===== src/rtl/multicycle_control.sv =====
// Main control FSM for the multicycle CPU.
// Sequences each instruction through fetch, decode, execute, memory and
// writeback, and drives the Moore-style control lines for the shared ALU,
// PC, IR, register file and unified memory port.
module multicycle_control #(
  parameter int          CNT_W   = 32,
  parameter logic [5:0]  HALT_OP = 6'b111111
) (
  input  logic             clk,
  input  logic             rst,
  input  logic [5:0]       opcode,
  input  logic [5:0]       funct,
  input  logic             mem_ready,
  output logic             pc_write,
  output logic             pc_write_cond,
  output logic             branch_ne,
  output logic [1:0]       pc_source,
  output logic             i_or_d,
  output logic             mem_read,
  output logic             mem_write,
  output logic             ir_write,
  output logic             reg_dst,
  output logic             mem_to_reg,
  output logic             reg_write,
  output logic             alu_src_a,
  output logic [1:0]       alu_src_b,
  output logic [1:0]       alu_op,
  output logic             halted,
  output logic             illegal_op,
  output logic [CNT_W-1:0] instr_count
);

  localparam logic [5:0] OP_RTYPE = 6'b000000;
  localparam logic [5:0] OP_LW    = 6'b100011;
  localparam logic [5:0] OP_SW    = 6'b101011;
  localparam logic [5:0] OP_BEQ   = 6'b000100;
  localparam logic [5:0] OP_BNE   = 6'b000101;
  localparam logic [5:0] OP_J     = 6'b000010;
  localparam logic [5:0] OP_ADDI  = 6'b001000;
  localparam logic [5:0] OP_ANDI  = 6'b001100;
  localparam logic [5:0] OP_ORI   = 6'b001101;

  typedef enum logic [3:0] {
    S_FETCH    = 4'd0,
    S_DECODE   = 4'd1,
    S_MEM_ADDR = 4'd2,
    S_MEM_RD   = 4'd3,
    S_MEM_WB   = 4'd4,
    S_MEM_WR   = 4'd5,
    S_EXEC_R   = 4'd6,
    S_EXEC_I   = 4'd7,
    S_ALU_WB   = 4'd8,
    S_BRANCH   = 4'd9,
    S_JUMP     = 4'd10,
    S_HALT     = 4'd11
  } state_t;

  state_t           state_q, state_d;
  logic             illegal_q, illegal_d;
  logic [CNT_W-1:0] count_q, count_d;
  logic             retire;

  // funct is decoded by the ALU control, not by this FSM.
  logic unused_funct;
  assign unused_funct = ^funct;

  // State, sticky illegal flag and retired-instruction counter.
  // NOTE: sequential state uses non-blocking (<=) so every register samples
  // the values from before the edge; combinational blocks use blocking (=).
  always_ff @(posedge clk or posedge rst) begin
    if (rst) begin
      state_q   <= S_FETCH;
      illegal_q <= 1'b0;
      count_q   <= '0;
    end else begin
      state_q   <= state_d;
      illegal_q <= illegal_d;
      count_q   <= count_d;
    end
  end

  // Next-state decode, illegal-opcode detection and retire counting.
  // NOTE: every variable gets a default before the case so no path leaves
  // it unassigned, which would otherwise infer a latch.
  always_comb begin
    state_d   = state_q;
    illegal_d = illegal_q;
    retire    = 1'b0;
    case (state_q)
      S_FETCH: begin
        if (mem_ready) state_d = S_DECODE;
      end
      S_DECODE: begin
        if (opcode == HALT_OP) begin
          state_d = S_HALT;
        end else begin
          case (opcode)
            OP_RTYPE:                  state_d = S_EXEC_R;
            OP_LW, OP_SW:              state_d = S_MEM_ADDR;
            OP_BEQ, OP_BNE:            state_d = S_BRANCH;
            OP_J:                      state_d = S_JUMP;
            OP_ADDI, OP_ANDI, OP_ORI:  state_d = S_EXEC_I;
            default: begin
              illegal_d = 1'b1;
              state_d   = S_HALT;
            end
          endcase
        end
      end
      S_MEM_ADDR: state_d = (opcode == OP_LW) ? S_MEM_RD : S_MEM_WR;
      S_MEM_RD: begin
        if (mem_ready) state_d = S_MEM_WB;
      end
      S_MEM_WB: begin
        state_d = S_FETCH;
        retire  = 1'b1;
      end
      S_MEM_WR: begin
        if (mem_ready) begin
          state_d = S_FETCH;
          retire  = 1'b1;
        end
      end
      S_EXEC_R: state_d = S_ALU_WB;
      S_EXEC_I: state_d = S_ALU_WB;
      S_ALU_WB, S_BRANCH, S_JUMP: begin
        state_d = S_FETCH;
        retire  = 1'b1;
      end
      S_HALT:  state_d = S_HALT;
      default: state_d = S_FETCH;
    endcase
    count_d = retire ? count_q + CNT_W'(1) : count_q;
  end

  // Moore control decode; FETCH gates the PC/IR loads with mem_ready.
  // Outputs are held at 0 for as long as rst is high, not just after the
  // state register has been cleared.
  always_comb begin
    pc_write      = 1'b0;
    pc_write_cond = 1'b0;
    branch_ne     = 1'b0;
    pc_source     = 2'b00;
    i_or_d        = 1'b0;
    mem_read      = 1'b0;
    mem_write     = 1'b0;
    ir_write      = 1'b0;
    reg_dst       = 1'b0;
    mem_to_reg    = 1'b0;
    reg_write     = 1'b0;
    alu_src_a     = 1'b0;
    alu_src_b     = 2'b00;
    alu_op        = 2'b00;
    halted        = 1'b0;
    if (!rst) begin
      case (state_q)
        S_FETCH: begin
          mem_read  = 1'b1;
          alu_src_b = 2'b01;
          pc_write  = mem_ready;
          ir_write  = mem_ready;
        end
        S_DECODE: alu_src_b = 2'b11;
        S_MEM_ADDR: begin
          alu_src_a = 1'b1;
          alu_src_b = 2'b10;
        end
        S_MEM_RD: begin
          mem_read = 1'b1;
          i_or_d   = 1'b1;
        end
        S_MEM_WB: begin
          reg_write  = 1'b1;
          mem_to_reg = 1'b1;
        end
        S_MEM_WR: begin
          mem_write = 1'b1;
          i_or_d    = 1'b1;
        end
        S_EXEC_R: begin
          alu_src_a = 1'b1;
          alu_op    = 2'b10;
        end
        S_EXEC_I: begin
          alu_src_a = 1'b1;
          alu_src_b = 2'b10;
          alu_op    = 2'b11;
        end
        S_ALU_WB: begin
          reg_write = 1'b1;
          reg_dst   = (opcode == OP_RTYPE);
        end
        S_BRANCH: begin
          alu_src_a     = 1'b1;
          alu_op        = 2'b01;
          pc_write_cond = 1'b1;
          pc_source     = 2'b01;
          branch_ne     = opcode[0];
        end
        S_JUMP: begin
          pc_write  = 1'b1;
          pc_source = 2'b10;
        end
        S_HALT:  halted = 1'b1;
        default: ;
      endcase
    end
  end

  assign illegal_op  = illegal_q;
  assign instr_count = count_q;

endmodule


===== config.mk =====
export PLATFORM = sky130hd
export DESIGN_NAME = multicycle_control
export DESIGN_NICKNAME = d
export VERILOG_FILES = /design/src/rtl/multicycle_control.sv
export SDC_FILE = /design/constraint.sdc
export NUM_CORES = 1
export LEC_CHECK = 0
export CAP_MARGIN = 20
export CORE_MARGIN = 5
export CORE_UTILIZATION = 30
export DETAILED_ROUTE_END_ITERATION = 7
export PLACE_DENSITY = 0.65
export SETUP_SLACK_MARGIN = 0.5
export SKIP_CTS_REPAIR_TIMING = 1
export SYNTH_ARGS = -nofsm -noshare
export SYNTH_HDL_FRONTEND = slang
export SYNTH_SLANG_ARGS = --single-unit

===== constraint.sdc =====
create_clock -name clk -period 2.44 [get_ports clk]
set_input_delay 0.244 -clock clk [delete_from_list [all_inputs] [get_ports clk]]
set_output_delay 0.244 -clock clk [all_outputs]
set_load 0.02 [all_outputs]

==> results.ini <==
[yosys]
synthTopCellsByCount = 37 x dfrtp_1, 21 x nor2_1, 20 x xnor2_1
synth_area_um2 = 2130
postSynthCellCount = 225
synth_nets = 241
ys.flop_type = dfrtp_1
synth_top_cell_by_area = dfrtp_1
synth.most_common_cell = dfrtp_1
yosys_warnings = 0
synth-seq-cells = 37
syn_avg_cell_area_um2 = 9.46
synth_top_area_share_pct = 43.5
postSynth.asyncResetShare_pct = 100
synth_cell_types = 45
ys_top_cells_by_area = dfrtp_1 44%, xnor2_1 8.2%, xor2_1 5.8%, nor2_1 3.7%, nand2_1 3.2%
synth_edf_count = 0
ys_seq_area_share_pct = 43.5

[floorplan]
initial_core_util_pct = 31.2
rows = 30
die_h_um = 94.2
ios = 66
dieArea_um2 = 8880
die_w_um = 94.2
coreArea_um2 = 6830

[worst_setup_path]
reg2reg_depth = 7
slowest_stage = clkdlybuf4s50_1
endpoint_kind = output port
crit_arrival_ns = 1.87
crit_type = flip-flop to output port
r2r_slack_ns = 0.54
crit_chain = nor2_1 -> buf_4 -> a31oi_1 -> nor2_1 -> clkdlybuf4s50_1
r2r-start = state_q[1]
r2r-end = instr_count[31]
cp_common_cell = nor2_1
worstPathMaxFanout = 12
start_kind = flip-flop
cp_data_required_time_ns = 2.20
crit_path_max_incr_delay_ns = 0.61

[timing]
setup_violations = 0
finalHoldViolCount = 0
worst_pin_slew_ns = 0.506
relSlewSlack_pct = 66.2
fin_skew_ns = 0.00541
max_freq_mhz = 473
fin_hold_ws_ns = 0.480
tns_ns = 0
period_share_pct = 86.6
final.min_clock_period_ns = 2.11
rsz0062_at_grt = yes
setup_slack_ns = 0.326
drv_slew = 0

[layout]
drive_gt1_share_pct = 16.8
final-seq-area_um2 = 930
fillers = 674
diodes = 0
instances_no_fill = 388
multi_input_area_um2 = 1220
area_growth_pct = 45.0
nets = 307

[min_path]
min_to = instr_count[31]
hold_path.class = flip-flop to flip-flop
hp-start = instr_count[31]
whs_path_depth = 1

[clocking]
clock_latency_ns = 0.28
cts_buffers = 5
htree_levels = 2
cts.root.buffer_cell = clkbuf_8
tritoncts = done
clk_pin_slew_ns = 0.07
clkSinkCount = 37
clockBufferDepth = 2

[power]
vdd_drop_max_uv = 255
comb_power_share_pct = 46.0
pwr_density_cell_nw_per_um2 = 763
p_int_mw = 1.40
power_mw = 2.35
swShare_pct = 40.6
clkPwrFrac_pct = 17.3
p_switching_mw = 0.954
p_seq_share_pct = 36.8
total_leakage_power_nw = 1.53

[global_route]
antenna_found_initial = 0
grt.total_usage_pct = 11.4
gr-total-overflow = 0
grt_pass1_wl_um = 8230
grt_max_degree = 38
grt_pass1_vias = 1725

[run]
maxCapViolations = 0

[place]
port_buffers = 59
place.gp.congestion = 0.755
dp.cells = 376
place_ws_ns = 0.134
dp_hpwl_um = 3700

[status]
outcome = finished, final reports clean

[route]
drtPass1Iterations = 4
first_iter_violations = 61
via_per_inst = 4.77
vias = 1850
wire_per_inst_um = 13.3
wl_um = 5170
antenna_left = 0
drc = 0

==> stage by stage <==
step / utilization (%) / area (um2)
floorplan: - / 2170
global placement: 42.1 / 2870
detailed placement: 42.1 / 2870
CTS: 43.3 / 2960
global route: 45.2 / 3090
finish: 45.2 / 3090
==> registers in the layout, indices dropped and copies added, names as in the netlist <==
signal / count
instr_count: 32
state_q: 4
illegal_op: 1
==> placed cells by master (no fill, tap or decap), types with 3 or more instances in the layout <==
cell and count:
buf_4 9, dfrtp_2 3, or2_2 3, clkdlybuf4s50_1 42, and3_1 6, xor2_1 14
nor2_2 3, nand3_2 3, dfrtp_1 34, nor2_1 18, o21ai_0 7, inv_1 6
nor3_1 10, nand4_1 8, nor3_2 3, nand3_1 8, dlymetal6s2s_1 15, nand2_1 18
and3_4 3, xnor2_1 20, a21oi_1 5, nand2b_1 6, clkbuf_8 5
==> critical path: cells and delay by family (launching register included) <==
family	cells	cell delay [ns]
AOI/OAI and AO/OA	1	0.08
buffers and inverters	2	0.77
DFF	1	0.50
and+or+nand+nor	2	0.25
==> logic make-up (layout without fill, tap and decap cells) <==
group           count (synthesis)  in the layout  synth area share, %
compound gates                 24             24                 8.29
xor+xnor                       34             34                 14.0
fa+ha+maj                       1              1                0.588
buf+inv                        18             84                 3.41
flops                          37             37                 43.5
mux                             1              1                0.529
simple gates                  110            111                 29.7
==> area by class of cell <==
class / count / area share [%]
inverters: 7 / 0.973
multi-input cells: 171 / 39.5
well taps: 96 / 3.89
repair buffers: 69 / 22.9
clock inverters: 2 / 0.324
flip-flops and latches: 37 / 30.1
clock buffers: 6 / 2.35
==> layer usage <==
layer | GRT usage [%] | up-vias | routed length, um
met5 | 0 | - | 0
met4 | 2.29 | 0 | 13
met3 | 2.72 | 2 | 212
met2 | 17.8 | 38 | 2480
met1 | 16.1 | 888 | 2470
li1 | - | 922 | -
==> power by group through the flow <==
stage / clock, mW / sequential (mW) / combinational (mW)
after global placement: 0 / 0.868 / 1.02
after global routing: 0.447 / 0.888 / 1.18
after detailed placement: 0 / 0.870 / 1.03
final: 0.406 / 0.865 / 1.08
after CTS: 0.426 / 0.857 / 1.03
after floorplan: 0 / 0.869 / 0.622
==> worst max-delay path by stage <==
stage	startpoint	end	slack, ns	depth (start not counted)
6_report	state_q[2]	alu_src_a	0.33	5
3_5_place_dp	rst	pc_write	0.13	5
2_1_floorplan	state_q[1]	alu_src_b[1]	0.48	5
5_1_grt	state_q[0]	alu_src_a	0.17	6
4_1_cts	state_q[3]	pc_write	0.10	4
3_3_place_gp	rst	pc_write	0.14	5
(Power assumes the default switching activity.)
